File: src/rtl/arb_pkg.sv
// Shared definitions for the memory-port arbiter: state encoding, requester
// indices and hold-counter width.
package arb_pkg;

  localparam logic ARB_IDLE  = 1'b0;
  localparam logic ARB_GRANT = 1'b1;

  localparam int REQ_IFETCH = 0;
  localparam int REQ_LSU    = 1;
  localparam int REQ_DBG    = 2;
  localparam int REQ_SPARE  = 3;

  localparam int HOLD_W = 8;

  function automatic logic [3:0] onehot4(input logic [1:0] idx);
    return 4'b0001 << idx;
  endfunction

endpackage

File: src/rtl/rr_pick4.sv
// Combinational round-robin pick: first set request bit scanning cyclically
// upward from ptr.
module rr_pick4 (
  input  logic [3:0] req,
  input  logic [1:0] ptr,
  output logic       valid,
  output logic [1:0] idx
);

  logic [1:0] w_cand;

  // Scan from the farthest candidate back to ptr so the closest hit wins.
  always_comb begin
    valid  = |req;
    idx    = ptr;
    w_cand = ptr;
    for (int i = 3; i >= 0; i--) begin
      w_cand = ptr + 2'(i);
      if (req[w_cand]) idx = w_cand;
    end
  end

endmodule

File: src/rtl/mem_port_arbiter.sv
// Four-requester round-robin arbiter owning the shared-port mux select.
// Optional forced release after TIMEOUT_CYCLES when ARB_TIMEOUT_EN is defined.
//
// state     | meaning
// ARB_IDLE  | no grant held; arbitrate among pending requests
// ARB_GRANT | grant held until done, abort or (optionally) timeout
module mem_port_arbiter
  import arb_pkg::*;
#(
  parameter int NREQ           = 4,
  parameter int RST_PTR        = 0,
  parameter int TIMEOUT_CYCLES = 16
) (
  input  logic       clk,
  input  logic       rst,
  input  logic [3:0] req,
  input  logic       done,
  output logic [3:0] grant,
  output logic [1:0] sel,
  output logic       busy,
  output logic       start
`ifdef ARB_TIMEOUT_EN
  ,
  output logic       timeout
`endif
);

  if (NREQ != 4) begin : g_bad_nreq
    $error("mem_port_arbiter: NREQ must be 4");
  end
  if (RST_PTR < 0 || RST_PTR > 3) begin : g_bad_rst_ptr
    $error("mem_port_arbiter: RST_PTR must be 0..3");
  end
  if (TIMEOUT_CYCLES < 2 || TIMEOUT_CYCLES > 255) begin : g_bad_timeout
    $error("mem_port_arbiter: TIMEOUT_CYCLES must be 2..255");
  end

  localparam logic [1:0] LP_RST_PTR = 2'(RST_PTR);

  logic       r_state;
  logic [3:0] r_grant;
  logic [1:0] r_sel;
  logic [1:0] r_ptr;
  logic       r_busy;
  logic       r_start;

  logic       w_valid;
  logic [1:0] w_idx;
  logic       w_abort;
  logic       w_limit;
  logic       w_release;

  rr_pick4 u_pick (
    .req   (req),
    .ptr   (r_ptr),
    .valid (w_valid),
    .idx   (w_idx)
  );

  assign w_abort   = ~req[r_sel];
  assign w_release = done | w_abort | w_limit;

`ifdef ARB_TIMEOUT_EN
  logic [HOLD_W-1:0] r_hold;
  logic              r_timeout;

  assign w_limit = (r_hold == HOLD_W'(TIMEOUT_CYCLES - 1));

  // Held at zero while idle so every grant starts counting from zero.
  always_ff @(posedge clk or posedge rst) begin
    if (rst) begin
      r_hold    <= '0;
      r_timeout <= 1'b0;
    end else begin
      r_timeout <= 1'b0;
      if (r_state == ARB_IDLE) begin
        r_hold <= '0;
      end else begin
        if (r_hold != '1) r_hold <= r_hold + 1'b1;
        if (w_limit && !done && !w_abort) r_timeout <= 1'b1;
      end
    end
  end

  assign timeout = r_timeout;
`else
  assign w_limit = 1'b0;
`endif

  always_ff @(posedge clk or posedge rst) begin
    if (rst) begin
      r_state <= ARB_IDLE;
      r_grant <= '0;
      r_sel   <= '0;
      r_ptr   <= LP_RST_PTR;
      r_busy  <= 1'b0;
      r_start <= 1'b0;
    end else begin
      r_start <= 1'b0;
      if (r_state == ARB_IDLE) begin
        if (w_valid) begin
          r_state <= ARB_GRANT;
          r_grant <= onehot4(w_idx);
          r_sel   <= w_idx;
          r_busy  <= 1'b1;
          r_start <= 1'b1;
        end
      end else if (w_release) begin
        // sel is left at the last owner; only grant/busy drop.
        r_state <= ARB_IDLE;
        r_grant <= '0;
        r_busy  <= 1'b0;
        r_ptr   <= r_sel + 2'd1;
      end
    end
  end

  assign grant = r_grant;
  assign sel   = r_sel;
  assign busy  = r_busy;
  assign start = r_start;

endmodule

File: config.mk
export PLATFORM = sky130hd
export DESIGN_NAME = mem_port_arbiter
export DESIGN_NICKNAME = d
export VERILOG_FILES = /design/src/rtl/arb_pkg.sv /design/src/rtl/rr_pick4.sv /design/src/rtl/mem_port_arbiter.sv
export SDC_FILE = /design/constraint.sdc
export NUM_CORES = 1
export LEC_CHECK = 0
export ABC_AREA = 1
export BUFFER_PORTS_ARGS = -buffer_cell sky130_fd_sc_hd__buf_4
export CAP_MARGIN = 25
export CORE_MARGIN = 4
export CORE_UTILIZATION = 25
export CTS_CLUSTER_SIZE = 40
export DETAILED_ROUTE_END_ITERATION = 8
export SLEW_MARGIN = 15
export SYNTH_ARGS = -nofsm -noshare
export SYNTH_HDL_FRONTEND = slang
export SYNTH_SLANG_ARGS = --single-unit
export TNS_END_PERCENT = 50
File: constraint.sdc
create_clock -name clk -period 2.4 [get_ports clk]
set_input_delay 0.24 -clock clk [delete_from_list [all_inputs] [get_ports clk]]
set_output_delay 0.24 -clock clk [all_outputs]
set_load 0.05 [all_outputs]
## After elaboration in Yosys (flattened, before gate mapping)

Cells that the tools add are included.

| cells by class | value |
|---|---|
| add/sub/neg operators | 4 |
| magnitude comparators | 5 |
| eq/ne operators | 1 |
| shift-type cells | 1 |
| mux-type cells | 24 |
| bitwise logic cells | 3 |
| reduce and logical (&&, ||, !) cells | 5 |

Operators with widths:

| kind | number |
|---|---|
| $lt A2 B3 Y1 const B | 5 |
| $mux W1 | 12 |
| $mux W4 | 3 |
| $bmux W1 S2 | 5 |
| $mux W2 | 4 |
| $reduce_and A2 Y1 | 3 |
| $add A2 B1 Y2 const B | 2 |
| $add A2 B2 Y2 const B | 2 |
| $reduce_or A4 Y1 | 1 |
| $shl A1 B2 Y4 const A | 1 |
| $ne A2 B1 Y1 const B | 1 |
| $not A1 Y1 | 2 |
| $reduce_bool A2 Y1 | 1 |
| $or A1 B1 Y1 | 1 |

| storage, ports and cells | value |
|---|---|
| register bits after elaboration | 11 |
| input port bits | 7 |
| output and inout bits | 8 |
| word-level logic and storage cells | 49 |

## Logic depth before layout (Yosys ltp)

Gate-level depths: netlist of run 1.

| logic depth | value |
|---|---|
| depth in word-level cells | 10 |
| mapped depth | 12 |
| depth with buffers taken out | 12 |

## Cells and area by module

A second synthesis of run 1 with hierarchy kept.

| second synthesis, totals | value |
|---|---|
| cells, all modules | 107 |
| area, all modules | 704.4 µm² |

By module, submodules not included:

| module | times used | cells each | area each (µm²) | seq. area each (µm²) |
|---|---|---|---|---|
| mem_port_arbiter | 1 | 57 | 486.7 | 275.3 |
| rr_pick4 | 1 | 50 | 217.7 | 0.0 |

## Worst setup path after synthesis of run 1

Ideal clock, no wire load.

| path | value |
|---|---|
| path kind | register -> register |
| start point | reg r_sel[0] (netlist: sel[0]) |
| end point | reg r_grant[0] (netlist: grant[0]) |
| library setup time | 66 ps |
| arrival time | 1436 ps |
| data required time | 2334 ps |
| setup slack | 899 ps |
| stages on the path, launching flop included | 8 |
| buffers on the path | 0 |
| period minus slack after synthesis | 1501 ps |
| path through | dfrtp_1 > a21oi_1 > o21ai_0 > o21ai_1 > nand2_1 > a21oi_1 > nand2_1 > nand2_1 |

| between the ends | value |
|---|---|
| longest elaborated chain between the ends | 6 |

Ends and longest elaborated chain:

| element | line | RTL |
|---|---|---|
| start, declared | mem_port_arbiter.sv:42 | `logic [1:0] r_sel;` |
| start signal, assigned | mem_port_arbiter.sv:104 | `r_sel <= w_idx;` |
| $bmux W1 S2 | mem_port_arbiter.sv:60 | `assign w_abort = ~req[r_sel];` |
| $mux W1 (not written as such) | mem_port_arbiter.sv:60 |  |
| $not A1 Y1 | mem_port_arbiter.sv:60 |  |
| $or A1 B1 Y1 | mem_port_arbiter.sv:61 | `assign w_release = done \| w_abort \| w_limit;` |
| $ne A2 B1 Y1 (no source line) | - |  |
| $reduce_and A2 Y1 (no source line) | - |  |
| end signal, assigned | mem_port_arbiter.sv:103 | `r_grant <= onehot4(w_idx);` |
| end, declared | mem_port_arbiter.sv:41 | `logic [3:0] r_grant;` |

Every way passes these cells. The select of a mux whose other input is x is not followed.
A chain may end at the register's enable or synchronous reset.

## Final worst setup path of run 1

| path | value |
|---|---|
| start point | reg r_ptr[0] |
| end point | reg r_grant[1] (netlist: grant[1]) |

| between the ends | value |
|---|---|
| longest elaborated chain between the ends | 10 |
| elaborated cells on any way between the ends | 18 |
| those cells by class | 3 x add/sub; 1 x shift; 14 x mux |

Ends and longest elaborated chain:

| element | line | RTL |
|---|---|---|
| start, declared | mem_port_arbiter.sv:43 | `logic [1:0] r_ptr;` |
| start signal, assigned | mem_port_arbiter.sv:113 | `r_ptr <= r_sel + 2'd1;` |
| $add A2 B2 Y2 | rr_pick4.sv:18 | `w_cand = ptr + 2'(i);` |
| $bmux W1 S2 | rr_pick4.sv:19 | `if (req[w_cand]) idx = w_cand;` |
| $mux W1 (not written as such) | rr_pick4.sv:19 |  |
| $mux W2 (3 in a row) | rr_pick4.sv:19 |  |
| $mux W2 (*) | rr_pick4.sv:19 |  |
| $shl A1 B2 Y4 (*) | arb_pkg.sv:16 | `return 4'b0001 << idx;` |
| $mux W4 (*) | mem_port_arbiter.sv:101 | `if (w_valid) begin` |
| $mux W4 (*) | mem_port_arbiter.sv:100 | `if (r_state == ARB_IDLE) begin` |

Every way passes the cells marked *; elsewhere a longest branch is shown, timed or not. The select of a mux whose other input is x is not followed.

==> results.cfg, run 1 <==
[sta]
hold_viol = 0
grt_setup_unrepaired = false
fin_ws_ps = 850
worst_pin_slew_ps = 442
setup_violations = 0
tns_ps = 0
relSlewSlack_pct = 70.5
maxClockFrequency_ghz = 0.645
fin_crit_sh_pct = 64.6
fin_crit_ps = 1550
drv_slew = 0
clock_skew_ps = 5.80

[setup_path]
cpPeakStageDelay_ps = 560
arrival_ps = 1760
crit_cells = 12
crit_path_cell_trace = inv_2 > nand2_1 > nand2_1 > nand2_1 > nand2_1 > nand2_2 > nand2_4 > nand2_2 > nand2_1 > nand2_1 > nand3_1 > nand2_1
cp_top_family = simple AND/OR/NAND/NOR gates
worstPathRequired_ps = 2610
cp_common_cell = nand2_1
cp_num_buf_inv = 1
cp_max_fo = 12
endpoint_kind = flop
slowest_stage = dfrtp_1
reg2reg_depth = 12
path_class = reg -> reg
worst_setup_path_start_kind = flop

[clock_tree]
postCtsSetupRepairBufs = 0
cts_inserted_buffers = 3
cts-root-buf = clkbuf_4
clock-sinks = 11
clk_pin_slew_worst_paths_ps = 70
cts_buffer_depth = 2
cts_resized = 0
ctsHtreeMaxLevel = 1
cts_tree = yes
postCtsHoldBufs = 1
clk_latency_ps = 270

[layout]
postLayoutCoreUtil_pct = 33.8
area_growth_pct = 23.9
drive_gt1_share_pct = 25.4
fin_nets = 130
fin_cells = 152
n_antenna_cell = 0
fillers = 300

[global_route]
grt_pass1_wl_mm = 2.90
antenna_found_initial = 0
grt_max_degree = 13
grtUsageTotal_pct = 10.4
gr-total-overflow = 0
grt_pass1_vias = 714

[yosys]
syn_inst = 104
syn_area_um2 = 701
avgSynthCellArea_um2 = 6.74
synth_top_area_share_pct = 39.3
yosysSeqAreaShare_pct = 39.3
synth_fp_nets = 111
yosys.cell_types.count = 17
yosys.area.top_type = dfrtp_1
synthTopCellsByArea = dfrtp_1 (39%), nand2_1 (23%), nand3_1 (8.6%), inv_1 (5.4%), nand2_2 (4.5%)
yosysWarnings = 0
ys_ff_latch = 11

[route]
dr.pass1.iters = 4
num_vias = 702
drc_errors = 0
routed_wl_mm = 1.56
vias_per_cell = 4.62
wl_per_cell_um = 10.3
ant_nets = 0
first_iter_violations = 15

[floorplan]
core-area_um2 = 2570
chipHeight_um = 60.9
die_w_um = 60.9
initial_core_util_pct = 27.3
rows = 18
dieArea_um2 = 3710
io_pins = 15

[pwr]
power_switching_mw = 0.774
switching_share_pct = 55.4
ir_worst_vdd_mv = 0.819
power.density_nw_per_um2 = 1610
clockPowerShare_pct = 9.3
combPwrFrac_pct = 64.6
seq_power_share_pct = 26.2
p_leak_nw = 0.491
p_int_mw = 0.625

[hold_path]
whs_path_depth = 4
hold_path_class = in -> reg

[placement]
place.gp.congestion = 0.850
place_ws_ps = 872
dp_cells = 147
dp_hpwl_mm = 1.28
numPortBuffers = 14

[status]
outcome = complete, no violations

[run]
maxCapViolations = 0
cell usage after synthesis, drive strengths merged:
master,number
a21oi,3
buf,1
dfrtp,11
nand2,49
nor4,1
o21ai,8
nor2,2
nand3,13
inv,15
xnor2,1
layer usage:
metal / global-route usage (%) / wire (um)
met5: 0 / 0
met4: 6.50 / 35
met3: 1.70 / 66
met2: 17.3 / 744
met1: 12.5 / 713
logic make-up after synthesis:
family                 after synthesis  synth area share [%]
AO/OA/AOI/OAI                       11                  8.39
AND/OR/NAND/NOR                     65                  41.4
buffers and inverters               16                  9.64
XOR/XNOR                             1                  1.25
flip-flops                          11                  39.3
cell usage in the layout, fill, tap and decap left out, types with 3 or more instances in the layout:
master / synthesis / final
dfrtp_1: 11 / 11
nand2_2: 5 / 5
nand3_1: 12 / 12
a21oi_1: 3 / 3
buf_4: 0 / 14
o21ai_1: 4 / 4
nand2_1: 43 / 43
inv_1: 10 / 10
clkbuf_4: 0 / 3
inv_2: 5 / 5
o21ai_0: 3 / 3
layout make-up:
cell class / instances / area, um2 / area share [%]
Multi-Input combinational cell: 77 / 358 / 41.2
Sequential cell: 11 / 275 / 31.7
Timing Repair Buffer: 15 / 115 / 13.3
Inverter: 15 / 56.3 / 6.48
Tap cell: 30 / 37.5 / 4.32
Clock buffer: 4 / 26.3 / 3.03
power by group through the flow:
stage | Sequential [mW] | Combinational [mW] | Clock (mW)
after floorplan | 0.512 | 0.575 | 0
after global placement | 0.368 | 0.907 | 0
after detailed placement | 0.369 | 0.909 | 0
after CTS | 0.366 | 0.916 | 0.136
after global routing | 0.385 | 1.02 | 0.149
final | 0.366 | 0.903 | 0.130
worst reg2reg max path, delay by kind of cell (launching register included):
family,cells,cell delay (ps)
buffers and inverters,1,130
and+or+nand+nor,11,800
DFF,1,560
final timing paths:
check,start,to,slack [ps]
worst max register to register,r_ptr[0],grant[1],850
min in group asynchronous,rst,r_ptr[0],530
worst max-delay path,r_ptr[0],grant[1],850
worst min register to register,busy,busy,480
worst min-delay path,done,r_state,240
max in group asynchronous,rst,grant[1],1560
flip-flops by register name (all words and copies together) (netlist names):
| register | count |
|---|---|
| start | 1 |
| sel | 2 |
| grant | 4 |
| r_ptr | 2 |
| busy | 1 |
| r_state | 1 |
metrics by stage:
step / power (mW) / hold WS, ps / instance area (um2)
2_1_floorplan: 1.09 / 92.4 / 701
3_3_place_gp: 1.28 / 260 / 832
3_5_place_dp: 1.28 / 271 / 832
4_1_cts: 1.42 / 235 / 868
5_1_grt: 1.56 / 262 / 868
6_report: 1.40 / 240 / 868
Note: power is estimated with default switching activity, not from simulation.
==> run 2, diff against run 1 <==
clock period = 1.45 ns   (was 2.4 ns; I/O delays follow)
==> run 2 against run 1 <==
  * First-iteration DRC count shrank 40%
  * Routed wire length is 15% higher
  * Worst hold slack worse by 100 ps
  * Sequential share of layout area down 4.0 points
==> results.cfg, run 2 (synthesis gave the netlist of run 1 again) <==
[placement]
place.gp.congestion = 0.852
dp_hpwl_mm = 1.29
place_ws_ps = -11.5
numPortBuffers = 14

[route]
num_vias = 719
first_iter_violations = 9
wl_per_cell_um = 11.2
dr.pass1.iters = 4
drc_errors = 0
ant_nets = 0
vias_per_cell = 4.52
routed_wl_mm = 1.79

[floorplan]
core-area_um2 = 2570
dieArea_um2 = 3710
chipHeight_um = 60.9
initial_core_util_pct = 27.3
io_pins = 15
rows = 18
die_w_um = 60.9

[setup_path]
worst_setup_path_start_kind = flop
cp_top_family = simple AND/OR/NAND/NOR gates
slowest_stage = dfrtp_2
worstPathRequired_ps = 1610
crit_path_cell_trace = inv_4 > nand2_1 > nand2_2 > nand2_1 > nand2_1 > nand2_2 > nand2_4 > nand2_4 > nand2_2 > nand2_2 > nand3_1 > nand2_1
cp_num_buf_inv = 1
cpPeakStageDelay_ps = 470
path_class = reg -> reg
cp_max_fo = 7
arrival_ps = 1610
endpoint_kind = flop

[sta]
maxClockFrequency_ghz = 0.691
worst_pin_slew_ps = 424
fin_ws_ps = 1.89
relSlewSlack_pct = 71.7
fin_crit_ps = 1450
clock_skew_ps = 1.84
hold_viol = 0
fin_crit_sh_pct = 99.9
setup_violations = 0
grt_setup_unrepaired = true
drv_slew = 0

[clock_tree]
cts_tree = yes
clk_latency_ps = 270
clock-sinks = 11
clk_pin_slew_worst_paths_ps = 70
ctsHtreeMaxLevel = 1
cts_buffer_depth = 2
cts-root-buf = clkbuf_4
cts_inserted_buffers = 3

[layout]
n_antenna_cell = 0
layout_commonest_cell = nand2_1
largest_reg_flops = 4
fillers = 283
final_cell_mix = nand2_1 (34), buf_4 (20), nand2_2 (10)
drive_gt1_share_pct = 45.0
area_growth_pct = 43.6
fin_nets = 137

[global_route]
grtUsageTotal_pct = 10.1
gr-total-overflow = 0
antenna_found_initial = 0
grt_max_degree = 12
grt_pass1_vias = 642
grt_pass1_wl_mm = 2.79

[status]
outcome = complete, no violations

[hold_path]
hold_path_class = in -> reg

[run]
maxCapViolations = 0
## run 2: path summary, 6_finish.rpt
path                                from  cells past startpoint  slack [ps]       end
worst max-delay path            r_ptr[0]                     12           2  grant[3]
worst min-delay path                done                      4         140   r_state
worst max register to register  r_ptr[0]                     12           2  grant[3]
worst min register to register  grant[2]                      2         480  grant[2]
max in group asynchronous            rst                      3         710    sel[0]
min in group asynchronous            rst                      3         420      busy
## run 2: area by class of cell
class	count	area, um2	share of cell area, %
Multi-Input combinational cell	77	433	43.0
Sequential cell	11	279	27.7
Timing Repair Buffer	22	171	17.0
Inverter	15	58.8	5.85
Tap cell	30	37.5	3.73
Clock buffer	4	26.3	2.61
## run 2: through the flow
stage | hold WS [ps] | cells | instance area [um2] | util [%] | setup TNS, ps
6_report | 140 | 159 | 1010 | 39.2 | 0
5_1_grt | 146 | 159 | 1010 | 39.2 | -431
4_1_cts | 132 | 155 | 893 | 34.8 | 0
3_5_place_dp | 185 | 150 | 856 | 33.3 | -22.6
3_3_place_gp | 171 | 150 | 856 | 33.3 | 0
2_1_floorplan | -2.63 | 104 | 702 | - | 0
## run 2: what timing repair did
| item | in CTS | in global routing |
|---|---|---|
| hold buffers | 1 | 0 |
| endpoints found under the setup margin | 4 | 6 |
| setup buffers | 0 | 4 |
| pin swaps | 0 | 10 |
| hold endpoints to repair | 11 | 0 |
| gates resized for setup | 1 | 26 |
## run 2: per-layer routing
| layer | GRT usage (%) | routed length, um | vias to the layer above |
|---|---|---|---|
| met4 | 4.64 | 52 | 0 |
| met2 | 16.2 | 906 | 15 |
| met1 | 12.8 | 749 | 322 |
| li1 | - | - | 378 |
| met5 | 0 | 0 | - |
| met3 | 2.34 | 79 | 4 |
## run 2: worst reg2reg max path: stages, from the launching register on
cell and delay [ps]:
dfrtp_2 470, inv_4 90, nand2_1 70, nand2_2 80, nand2_1 90, nand2_1 90, nand2_2 70, nand2_4 90
nand2_4 60, nand2_2 60, nand2_2 60, nand3_1 70, nand2_1 50
Power of run 2 is not shown: default switching activity piles up to over one toggle a cycle in this logic, so the estimate is an artifact.
==> run 3, diff against run 2 <==
HOLD_SLACK_MARGIN = 0.05   (was unset)
clock period = 1.3 ns   (was 1.45 ns; I/O delays follow)
==> run 3 against run 2 <==
  * The run now ends with negative setup slack left
  * First-iteration DRC count up 130%
  * Fmax up 1.3%
  * Cell area grew 2.5%
  * Flip-flop and latch count unchanged
  * Die area did not move
  * Routed wire length rose by 1.8%
  * Cell count is 1.9% higher
  * Setup slack lost 130 ps
  * Non-clock buffer count grew 3
  * Largest cell class unchanged
==> results.cfg, run 3 (synthesis gave the netlist of run 1 again) <==
[global_route]
grt_pass1_vias = 725
gr-total-overflow = 0
antenna_found_initial = 0
grt_max_degree = 12
grt_pass1_wl_mm = 3.00
grtUsageTotal_pct = 11.0

[route]
wl_per_cell_um = 11.2
wl_met2_um = 932
drc_errors = 0
first_iter_violations = 21
routed_wl_mm = 1.82
ant_nets = 0
drt-met1-wl_um = 756
dr.pass1.iters = 4
num_vias = 753
routed-wl-met3_um = 106
vias_per_cell = 4.65
highest_layer = met4

[layout]
final_cell_mix = nand2_1 (35), buf_4 (22), inv_1 (9), nand2_2 (9)
fin_nets = 140
n_antenna_cell = 0
fin_area_um2 = 1030
fillers = 283
layout_commonest_cell = nand2_1
area_growth_pct = 47.1
fin_cells = 162
drive_gt1_share_pct = 46.2
largest_reg_flops = 4

[clock_tree]
clk_pin_slew_worst_paths_ps = 70
clk_latency_ps = 270
cts_inserted_buffers = 3
clock-sinks = 11
cts-root-buf = clkbuf_4
cts_buffer_depth = 2
ctsHtreeMaxLevel = 1
cts_tree = yes

[pwr]
ir_worst_vdd_mv = 1.68
seq_power_share_pct = 21.4
power.density_nw_per_um2 = 3060
p_int_mw = 1.48
p_leak_nw = 0.560
power_switching_mw = 1.67
clockPowerShare_pct = 7.4
combPwrFrac_pct = 71.2
switching_share_pct = 53.1

[sta]
hold_viol = 0
drv_slew = 0
worst_pin_slew_ps = 418
fin_crit_ps = 1430
fin_ws_ps = -130
fin_crit_sh_pct = 110
relSlewSlack_pct = 72.1
tns_ps = -597
grt_setup_unrepaired = true
setup_violations = 6
maxClockFrequency_ghz = 0.699
clock_skew_ps = 0.830

[hold_path]
min_from = done
hold_path_class = in -> reg
whs_path_depth = 4
whs_endpoint = r_state

[placement]
dp_cells = 152
dp_hpwl_mm = 1.34
numPortBuffers = 14
placed_area_um2 = 876
place.gp.congestion = 0.841

[floorplan]
die_w_um = 60.9
core-area_um2 = 2570
initial_core_util_pct = 27.3
io_pins = 15
dieArea_um2 = 3710
chipHeight_um = 60.9
rows = 18

[setup_path]
reg2reg_slack_ps = -130
worstPathRequired_ps = 1510
worst_setup_path_start_kind = flop
crit_path_cell_trace = buf_6 > nand2_2 > o21ai_2 > nand2_1 > nand2_1 > nand2_2 > nand2_4 > nand2_4 > nand2_4 > nand2_4 > nand3_2 > nand2_1
arrival_ps = 1640
reg2reg_from = r_ptr[0]
cp_max_fo = 6
cp_common_cell = nand2_4
slowest_stage = dfrtp_2
path_class = reg -> reg
endpoint_kind = flop
timing.rr.end = grant[2]
cpPeakStageDelay_ps = 480
reg2reg_depth = 12

[status]
violations = negative setup slack
outcome = finished, violations left

[run]
maxCapViolations = 0
==> run 3: cell count changes in the layout (fill, tap and decap cells not counted), sizes merged <==
cell  previous run  this run
buf             21        24
==> run 3: final cells by class <==
type / count / area (um2) / share of cell area (%)
sequential: 11 / 280 / 27.2
tap: 30 / 37.5 / 3.64
clock buffer: 4 / 26.3 / 2.55
multi-input combinational: 77 / 430 / 41.7
timing repair buffer: 25 / 198 / 19.2
inverter: 15 / 58.8 / 5.70
==> run 3: routing by layer <==
metal / GRT usage [%] / up-vias
met3: 3.19 / 4
met5: 0 / -
met1: 12.5 / 344
met4: 4.64 / 0
met2: 18.9 / 26
li1: - / 379
==> run 3: how the worst max path moves through the flow <==
| stage | to | startpoint | slack, ps | depth (start not counted) |
|---|---|---|---|---|
| final | grant[2] | r_ptr[0] | -130 | 12 |
| after global placement | grant[2] | r_ptr[0] | -160 | 12 |
| after global routing | grant[2] | r_ptr[0] | -220 | 12 |
| after detailed placement | grant[2] | r_ptr[0] | -180 | 12 |
| after CTS | grant[3] | r_ptr[0] | -100 | 12 |
| after floorplan | grant[0] | sel[0] | -2 | 7 |
==> run 3: metrics by stage <==
step	power, mW	setup slack [ps]	utilization (%)	hold WS [ps]
5_1_grt	3.42	-217	40.2	151
4_1_cts	2.88	-102	37.1	129
3_3_place_gp	2.48	-157	34.1	155
2_1_floorplan	2.03	-2.19	-	-17.7
3_5_place_dp	2.51	-181	34.1	161
6_report	3.15	-130	40.2	131
==> run 3: critical path: cells and delay by family, from the launching register on <==
kind / cells / cell delay [ps]
and+or+nand+nor: 10 / 700
AOI/OAI and AO/OA: 1 / 60
buffers and inverters: 1 / 160
DFF: 1 / 480
==> run 3: timing repair <==
action | in CTS | in global routing
setup buffers | 2 | 3
gates cloned | 0 | 0
pin swaps | 8 | 17
hold buffers | 1 | 0
endpoints found under the hold margin | 11 | 0
endpoints found under the setup margin | 6 | 9
resized for setup | 10 | 17
==> run 3: power by group through the flow <==
stage / clock network [mW] / logic (mW) / registers [mW]
2_1_floorplan: 0 / 1.07 / 0.955
5_1_grt: 0.255 / 2.47 / 0.695
3_3_place_gp: 0 / 1.82 / 0.662
6_report: 0.234 / 2.24 / 0.674
3_5_place_dp: 0 / 1.84 / 0.669
4_1_cts: 0.239 / 1.99 / 0.651
